===== src/rtl/serialize_1d_array.sv =====
// Serializes one packed vector of COLS elements into an element stream,
// column 0 first, with index and last markers on a valid/ready handshake.
module serialize_1d_array #(
    parameter int BIT_WIDTH = 4,
    parameter int COLS      = 8,
    localparam int IDX_WIDTH = (COLS > 1) ? $clog2(COLS) : 1
) (
    input  logic                      clk,
    input  logic                      rst_n,
    input  logic [COLS*BIT_WIDTH-1:0] in_data,
    input  logic                      in_valid,
    output logic                      in_ready,
    output logic [BIT_WIDTH-1:0]      out_data,
    output logic                      out_valid,
    input  logic                      out_ready,
    output logic [IDX_WIDTH-1:0]      out_index,
    output logic                      out_last
);

    localparam logic [IDX_WIDTH-1:0] LAST_IDX = IDX_WIDTH'(COLS - 1);

    typedef enum logic {
        IDLE,
        SEND
    } state_t;

    state_t                     state_q;
    state_t                     state_d;
    logic [COLS*BIT_WIDTH-1:0]  buf_q;
    logic [COLS*BIT_WIDTH-1:0]  buf_d;
    logic [IDX_WIDTH-1:0]       idx_q;
    logic [IDX_WIDTH-1:0]       idx_d;

    logic sending;
    logic at_last;
    logic xfer;
    logic accept;

    assign sending = (state_q == SEND);
    assign at_last = (idx_q == LAST_IDX);
    assign xfer    = sending && out_ready;

    // The final handshake of a vector frees the buffer in the same cycle,
    // so a waiting vector can be loaded with no bubble.
    assign in_ready = !sending || (at_last && out_ready);
    assign accept   = in_valid && in_ready;

    assign out_valid = sending;
    assign out_index = idx_q;
    assign out_last  = sending && at_last;
    assign out_data  = buf_q[int'(idx_q)*BIT_WIDTH +: BIT_WIDTH];

    always_comb begin
        state_d = state_q;
        buf_d   = buf_q;
        idx_d   = idx_q;
        if (accept) begin
            buf_d   = in_data;
            idx_d   = '0;
            state_d = SEND;
        end else if (xfer) begin
            if (at_last) begin
                state_d = IDLE;
            end else begin
                idx_d = idx_q + IDX_WIDTH'(1);
            end
        end
    end

    always_ff @(posedge clk) begin
        if (!rst_n) begin
            state_q <= IDLE;
            buf_q   <= '0;
            idx_q   <= '0;
        end else begin
            state_q <= state_d;
            buf_q   <= buf_d;
            idx_q   <= idx_d;
        end
    end

endmodule


===== config.mk =====
export PLATFORM = sky130hd
export DESIGN_NAME = serialize_1d_array
export DESIGN_NICKNAME = d
export VERILOG_FILES = /design/src/rtl/serialize_1d_array.sv
export SDC_FILE = /design/constraint.sdc
export NUM_CORES = 1
export LEC_CHECK = 0
export ABC_AREA = 1
export BUFFER_PORTS_ARGS = -buffer_cell sky130_fd_sc_hd__buf_2
export CAP_MARGIN = 20
export CORE_MARGIN = 8
export CORE_UTILIZATION = 35
export CTS_CLUSTER_DIAMETER = 60
export DETAILED_ROUTE_END_ITERATION = 16
export GPL_ROUTABILITY_DRIVEN = 0
export SYNTH_ARGS = -nofsm -noshare
export SYNTH_HDL_FRONTEND = slang
export SYNTH_SLANG_ARGS = --single-unit
export TNS_END_PERCENT = 5

===== constraint.sdc =====
create_clock -name clk -period 1.9 [get_ports clk]
set_input_delay 0.475 -clock clk [delete_from_list [all_inputs] [get_ports clk]]
set_output_delay 0.475 -clock clk [all_outputs]
set_load 0.05 [all_outputs]

-- Word level (Yosys, flattened, before mapping)
Index checks and enable logic that the tools add are counted.
- bits of input ports: 36
- output and inout port bits: 10
- logic and storage cells: 22
- register bits: 36
- bitwise logic cells: 2
- eq/ne operators: 1
- reductions and logical operators: 11
- $add $sub $neg: 1
- mux-type cells: 3
- shift-type cells: 1
- operator list (cell ; count):
    indexed part select 32 x 6 -> 4 bit ; 1
    logical AND 1 bit ; 4
    AND reduction 2 bit ; 2
    nonzero test 2 bit ; 2
    adder 3 x 1 -> 3 bit (second input constant) ; 1
    == test 3 bit (second input constant) ; 1
    2-to-1 mux 1 bit ; 3
    NOT 1 bit ; 2
    OR reduction 2 bit ; 1
    zero test 1 bit ; 1
    logical OR 1 bit ; 1

-- Logic depth before layout (Yosys ltp)
Gate-level depths: netlist (run 1).
- depth after elaboration: 6
- gate-level depth with buffers: 9
- depth with buffers taken out: 9

-- Worst setup path before layout (run 1)
Ideal clock, no wire load.
- path kind: register to output
- from: register idx_q[0] (netlist: out_index[0])
- to: output port out_data[0]
- stages on the path, launching flop included: 9
- data required time: 1.425 ns
- arrival time: 1.640 ns
- setup slack: -0.215 ns
- buffers on the path: 2
- cell sequence: dfxtp_1 -> buf_4 -> inv_2 -> buf_6 -> nand2_1 -> nand3_1 -> nand2_1 -> nand2_1 -> nand2_1
- longest elaborated chain between the ends: 1
- ends and longest elaborated chain (what ; line ; RTL):
    from (decl) ; 31 ; logic [IDX_WIDTH-1:0] idx_q;
    from (signal assigned) ; 78 ; idx_q <= idx_d;
    indexed part select 32 x 6 -> 4 bit ; 51 ; assign out_data = buf_q[int'(idx_q)*BIT_WIDTH +: BIT_WIDTH];
    to (decl) ; 13 ; output logic [BIT_WIDTH-1:0] out_data,
No other way between the ends.

-- Worst setup path after layout (run 1)
- from: register idx_q[0] (netlist: out_index[0])
- to: output port in_ready
- longest elaborated chain between the ends: 3
- ends and longest elaborated chain (what ; line ; RTL):
    == test 3 bit ; 40 ; assign at_last = (idx_q == LAST_IDX);
    logical AND 1 bit ; 45 ; assign in_ready = !sending || (at_last && out_ready);
    logical OR 1 bit ; 45 ;
    to (decl) ; 12 ; output logic in_ready,
No other way between the ends.

==> results by group, run 1 <==
Outcome
  • Status: complete, no violations

Setup path
  • CP max stage delay: 0.38 ns
  • R2r endpoint: buf_q[2]
  • Crit-path leading delay family: flip-flops
  • Worst Setup Path Type: flip-flop to output port
  • Worst path cell trace: ha_1 > ha_2 > nand2_2 > nand2_4 > buf_8
  • WP buf/inv: 1
  • Critical Path End: in_ready
  • Req. time, crit path: about 1.4 ns
  • CP Capture Type: output port
  • Cells on worst reg2reg path: 8
  • Crit path depth: 5
  • Beginning of the critical path: out_index[0]
  • Slowest CP cell: dfxtp_4
  • WP data arrival: about 1.4 ns
  • Worst flop-to-flop path startpoint: out_index[0]
  • Register-to-register path setup slack: between 0.2 and 0.3 ns
  • Crit-path max FO: 5
  • Worst setup SP type: flip-flop

Yosys
  • Synth area leader: dfxtp_1
  • Synthesis warning total: 0
  • Post-Syn Area: slightly above 2000 sq um
  • Most common library cells after synthesis: nand2_1, inv_1, nor2_2, dfxtp_1, nor2_1
  • Avg Cell Area, Syn: between 7 and 8 sq um
  • Asr flop ratio synth: 0%
  • Post-Synthesis Cells: 274
  • Distinct cell type count after synthesis: 23
  • EDFF count, synth: 0
  • Post-synth top flop: dfxtp_1
  • Sequential share of the synthesized area: a little over a third
  • Yosys reg bits: 36
  • Top-area cell type share of the netlist area: roughly a third
  • Syn nets: around 310
  • Most common cell in the netlist: nand2_1
  • Cells taking the most area after synthesis: dfxtp_1, nor2_2, nand2_1

Global route
  • First-pass GRT wire length: around 7300 microns
  • Initial antenna violation count: 0
  • Met1 global-route usage: 11.76%
  • GR Util met3: about 3.3%
  • Vias in the first global route: 1665
  • Gr usage total: between 10% and 20%
  • GRT overflow: 0
  • Largest net degree at the start of global routing: 36
  • Met2 global-route usage: between 15 and 20%
  • Gr busiest metal: met2

Detailed routing
  • Drt drc: 0
  • DR pass1 iterations: 4
  • Antenna Violating Nets Remaining: 0
  • Vias per cell: around 4.2
  • DRT iter0 DRCs: 57
  • Routed WL: ~4300 microns
  • Routed length per instance: around 11 microns
  • Via count: between 1500 and 2000

STA
  • Final min period: roughly 1.8 ns
  • Final period util: 97.20%
  • Final max-slew violation count: 0
  • Skew final: 0.003581 ns
  • Fmax: between 0.5 and 0.6 GHz
  • Max_slew headroom: 79.58%
  • Post-route setup slack: roughly 0.053 ns
  • Final setup violation count: 0
  • RSZ-0062 raised after global routing: yes
  • WHS: between 0.4 and 0.5 ns
  • Final Hold Vio Count: 0
  • Worst Tran Pin Value: slightly above 0.3 ns

Clock network
  • CTS tree: yes
  • Number of hold buffers added after CTS: 0
  • Htree depth: 2
  • CTS Buf Count: 5
  • Clk sinks: 36
  • Max Root-Sink Buffers: 2
  • Root Buffer: clkbuf_8
  • Clk Latency, worst-skew pair: between 0.2 and 0.3 ns
  • Clock-pin slew on the worst setup and hold paths: about 0.07 ns

Layout
  • Area added between synthesis and finish: 19.07%
  • Net count reported at finish: roughly 360
  • ANT cells: 0
  • Fraction of layout cells with a size suffix above 1: about 40%

Flow run
  • Maximum Capacitance Violations: 0

Floorplanning
  • Chip width: around 93 microns
  • Die ar.: 8621 sq um
  • Die Y: 92.85 microns
  • Core area: roughly 5800 sq um
  • Initial Util: between 30% and 40%
  • FP Rows: 28
  • I/O Pins: 46

Pwr
  • Design Power: about 1.8 mW
  • Static Leak: around 1.2 nW
  • PD cells: ~740 nW/um^2
  • VDD IR-drop max: 0.2327 mV

Worst hold path
  • Hold Crit Class: primary input to flip-flop

Place
  • Worst slack, placed: 0.1678 ns
  • DP HPWL: roughly 3100 microns
  • PortBufs: 45
-- state kept, by name (all words and copies together) (netlist names) --
register / count
buf_q: 32
out_index: 3
out_valid: 1
-- cell type report --
type                       instances  area, sq um
clock buffer                       6        82.58
multi-input combinational        181         1050
inverter                          44        178.9
tap                               75        93.84
fill                             627         3354
clock inverter                     2        10.01
sequential                        36        728.2
timing repair buffer              52        317.8
-- cell families (layout without fill, tap and decap cells) --
logic type,count (synthesis),after routing,share of synthesized area [%]
AOI/OAI and AO/OA,35,35,15.80
xor gates and xnor gates,1,1,0.4238
adders and majority gates,2,2,1.210
buffers and inverters,57,104,14.59
DFF,36,36,34.87
and+or+nand+nor,143,143,33.11
-- metrics by stage --
step | TNS [ns] | area, sq um | cells | utilization, %
final | 0 | 2461 | 396 | 42.32
after global routing | -0.03240 | 2461 | 396 | 42.32
after CTS | 0 | 2410 | 393 | 41.44
after detailed placement | 0 | 2292 | 385 | 39.41
after global placement | 0 | 2292 | 385 | 39.41
after floorplan | -0.08109 | 2072 | 274 | -
-- cells in the final DEF, fill, tap and decap left out --
cell type,count
clkinvlp_4,1
o21bai_1,13
clkbuf_2,1
nand2_1,57
clkinv_2,2
buf_2,39
buf_6,2
nand2_4,1
a21oi_1,1
o21bai_2,19
buf_4,8
inv_8,1
buf_12,1
nor2_1,25
xor2_1,1
o21ai_0,2
nand2_2,2
dfxtp_1,34
dfxtp_4,2
buf_8,1
ha_2,1
inv_4,1
nor2_2,40
clkbuf_8,6
ha_1,1
nand3_1,17
nand2_8,1
inv_1,41
-- layer usage --
layer | share of wire (%) | wire (microns)
met5 | 0 | 0
met1 | 45 | 1929
met3 | 4.3 | 184
met4 | 1.6 | 68
met2 | 49 | 2095
-- how the worst min path moves through the flow --
stage / start / end / slack [ns] / depth (start not counted)
after floorplan: buf_q[30] / buf_q[30] / 0.45 / 2
after global placement: buf_q[10] / buf_q[10] / 0.46 / 2
after detailed placement: buf_q[8] / buf_q[8] / 0.47 / 2
after CTS: in_data[3] / buf_q[3] / 0.43 / 3
after global routing: in_data[20] / buf_q[20] / 0.43 / 3
final: in_data[4] / buf_q[4] / 0.43 / 3
-- worst min-delay path, cell delays in order --
cell,delay (ns)
buf_2,0.07
o21bai_1,0.06
nor2_1,0.07
-- where the power goes --
group	switching (mW)	total (mW)	internal, mW
Sequential	0.0389	0.852	0.813
Combinational	0.241	0.407	0.166
Clock	0.271	0.561	0.289
-- repair_timing --
item / 4_1_cts / 5_1_grt
setup endpoints to repair: 6 / 6
resized for setup: 9 / 10
pin swaps: 0 / 0
setup buffers: 0 / 3
Note: power is estimated with default switching activity, not from simulation.
==> run 2, diff against run 1 <==
CORE_UTILIZATION = 50   (was 35)
PLACE_DENSITY_LB_ADDON = 0.1   (was default)
==> results by group, run 2 (synthesis gave the netlist of run 1 again) <==
STA
  • Final Hold Vio Count: 0
  • Final period util: a little over nine tenths
  • WHS: ~0.43 ns
  • Max_slew headroom: 79.65%
  • Final min period: between 1.5 and 2 ns
  • Final setup violation count: 0
  • Final max-slew violation count: 0
  • Fmax: ~0.55 GHz
  • RSZ-0062 raised after global routing: yes
  • Worst Tran Pin Value: between 0.3 and 0.4 ns
  • Skew final: ~0.0021 ns
  • Post-route setup slack: around 0.077 ns

Clock network
  • CTS tree: yes
  • Clk Latency, worst-skew pair: 0.28 ns
  • Htree depth: 2
  • CTS Buf Count: 5
  • Clock-pin slew on the worst setup and hold paths: 0.07 ns
  • Max Root-Sink Buffers: 2
  • Root Buffer: clkbuf_8
  • Clk sinks: 36

Flow run
  • Maximum Capacitance Violations: 0

Place
  • DP HPWL: ~3000 microns
  • PortBufs: 45
  • Worst slack, placed: 0.1546 ns

Floorplanning
  • Die Y: about 80 microns
  • Die ar.: between 6000 and 7000 sq um
  • Initial Util: 51.67%
  • Core area: ~4000 sq um
  • FP Rows: 23
  • Chip width: 80.30 microns
  • I/O Pins: 46

Detailed routing
  • Routed length per instance: between 10 and 15 microns
  • Routed WL: slightly above 4000 microns
  • DRT iter0 DRCs: 54
  • Via count: 1674
  • Vias per cell: ~4.5
  • Antenna Violating Nets Remaining: 0
  • Drt drc: 0
  • DR pass1 iterations: 4

Outcome
  • Status: complete, no violations

Worst hold path
  • Hold Crit Class: primary input to flip-flop

Setup path
  • CP Capture Type: output port
  • Worst setup SP type: flip-flop
  • Req. time, crit path: ~1.4 ns
  • WP data arrival: between 1 and 1.5 ns
  • Crit-path max FO: 8
  • Worst Setup Path Type: flip-flop to output port

Global route
  • Vias in the first global route: about 1600
  • GRT overflow: 0
  • First-pass GRT wire length: 6989 microns
  • Gr usage total: between 10% and 20%
  • Initial antenna violation count: 0
  • GR Util met3: between 4 and 5%
  • Gr busiest metal: met2
  • Met2 global-route usage: roughly 21%
  • Met1 global-route usage: between 10% and 20%
  • Largest net degree at the start of global routing: 36

Pwr
  • Logic pwr share: between 20 and 25%
  • Seq pwr share: between 40% and 50%
  • Clock share of power: between 30% and 40%
  • VDD IR-drop max: 0.3914 mV
  • Design Power: ~1.8 mW
  • Sw Ratio: between 20 and 30%
  • Pint: approximately 1.3 mW
  • Net switching power figure: around 0.53 mW
  • Static Leak: ~1.2 nW
  • PD cells: 745.1 nW/um^2

Layout
  • Commonest non-fill, non-tap cell in the layout: nand2_1
  • Largest Register: buf_q
  • Net count reported at finish: roughly 360
  • ANT cells: 0
  • Fill count: 397
  • Most frequent cells in the layout: nand2_1, inv_1, nor2_2
  • Largest register FFs: 32
  • Area added between synthesis and finish: 17.37%
  • Multi-input logic area: 1062 sq um
  • Fin util: slightly above 60%
  • Reg area: ~730 sq um
  • Fraction of layout cells with a size suffix above 1: between 30% and 40%
[run 2: cell count changes in the layout (fill, tap and decap cells not counted)]
cell / previous run / this run
ha_4: 0 / 1
ha_1: 1 / 0
buf_6: 2 / 3
clkinv_2: 2 / 0
clkbuf_1: 0 / 2
clkbuf_2: 1 / 0
buf_12: 1 / 0
[run 2: final timing paths]
path,depth (start not counted),startpoint,slack [ns],endpoint
setup reg to reg,8,out_index[0],0.27,buf_q[10]
hold / removal,3,in_data[6],0.43,buf_q[6]
hold reg to reg,2,buf_q[4],0.48,buf_q[4]
setup / recovery,5,out_index[0],0.08,in_ready
[run 2: area by class of cell]
cell class | count | share of cell area [%]
multi-input combinational | 181 | 43.79
clock buffer | 8 | 3.713
inverter | 44 | 7.375
sequential | 36 | 30.02
tap | 50 | 2.579
timing repair buffer | 51 | 12.53
[run 2: per-layer routing]
layer  up-vias  wire length, microns
met5         -                     0
met4         0                    66
li1        913                     -
met3         8                   237
met1       716                  1970
met2        37                  1814
[run 2: power by group through the flow]
| stage | combinational (mW) | sequential [mW] | clock, mW |
|---|---|---|---|
| 2_1_floorplan | 0.323 | 0.872 | 0 |
| 3_3_place_gp | 0.388 | 0.871 | 0 |
| 3_5_place_dp | 0.392 | 0.872 | 0 |
| 4_1_cts | 0.403 | 0.855 | 0.568 |
| 5_1_grt | 0.454 | 0.862 | 0.600 |
| 6_report | 0.405 | 0.854 | 0.548 |
[run 2: critical path: stages, from the launching register on]
cell and delay (ns):
dfxtp_4 0.41, ha_2 0.20, ha_4 0.14, nand2_2 0.06, nand2_4 0.10, buf_8 0.15
[run 2: timing repair]
item	in CTS	in global routing
hold buffers	0	0
hold endpoints to repair	0	0
gates resized for setup	9	10
endpoints found under the setup margin	6	6
gates cloned	0	0
buffers inserted	0	2
[run 2: stage by stage]
step	TNS, ns	area [sq um]	cells
floorplan	-0.08109	2072	274
global placement	0	2261	360
detailed placement	0	2261	360
CTS	0	2375	368
global route	-0.007086	2426	370
finish	0	2426	370
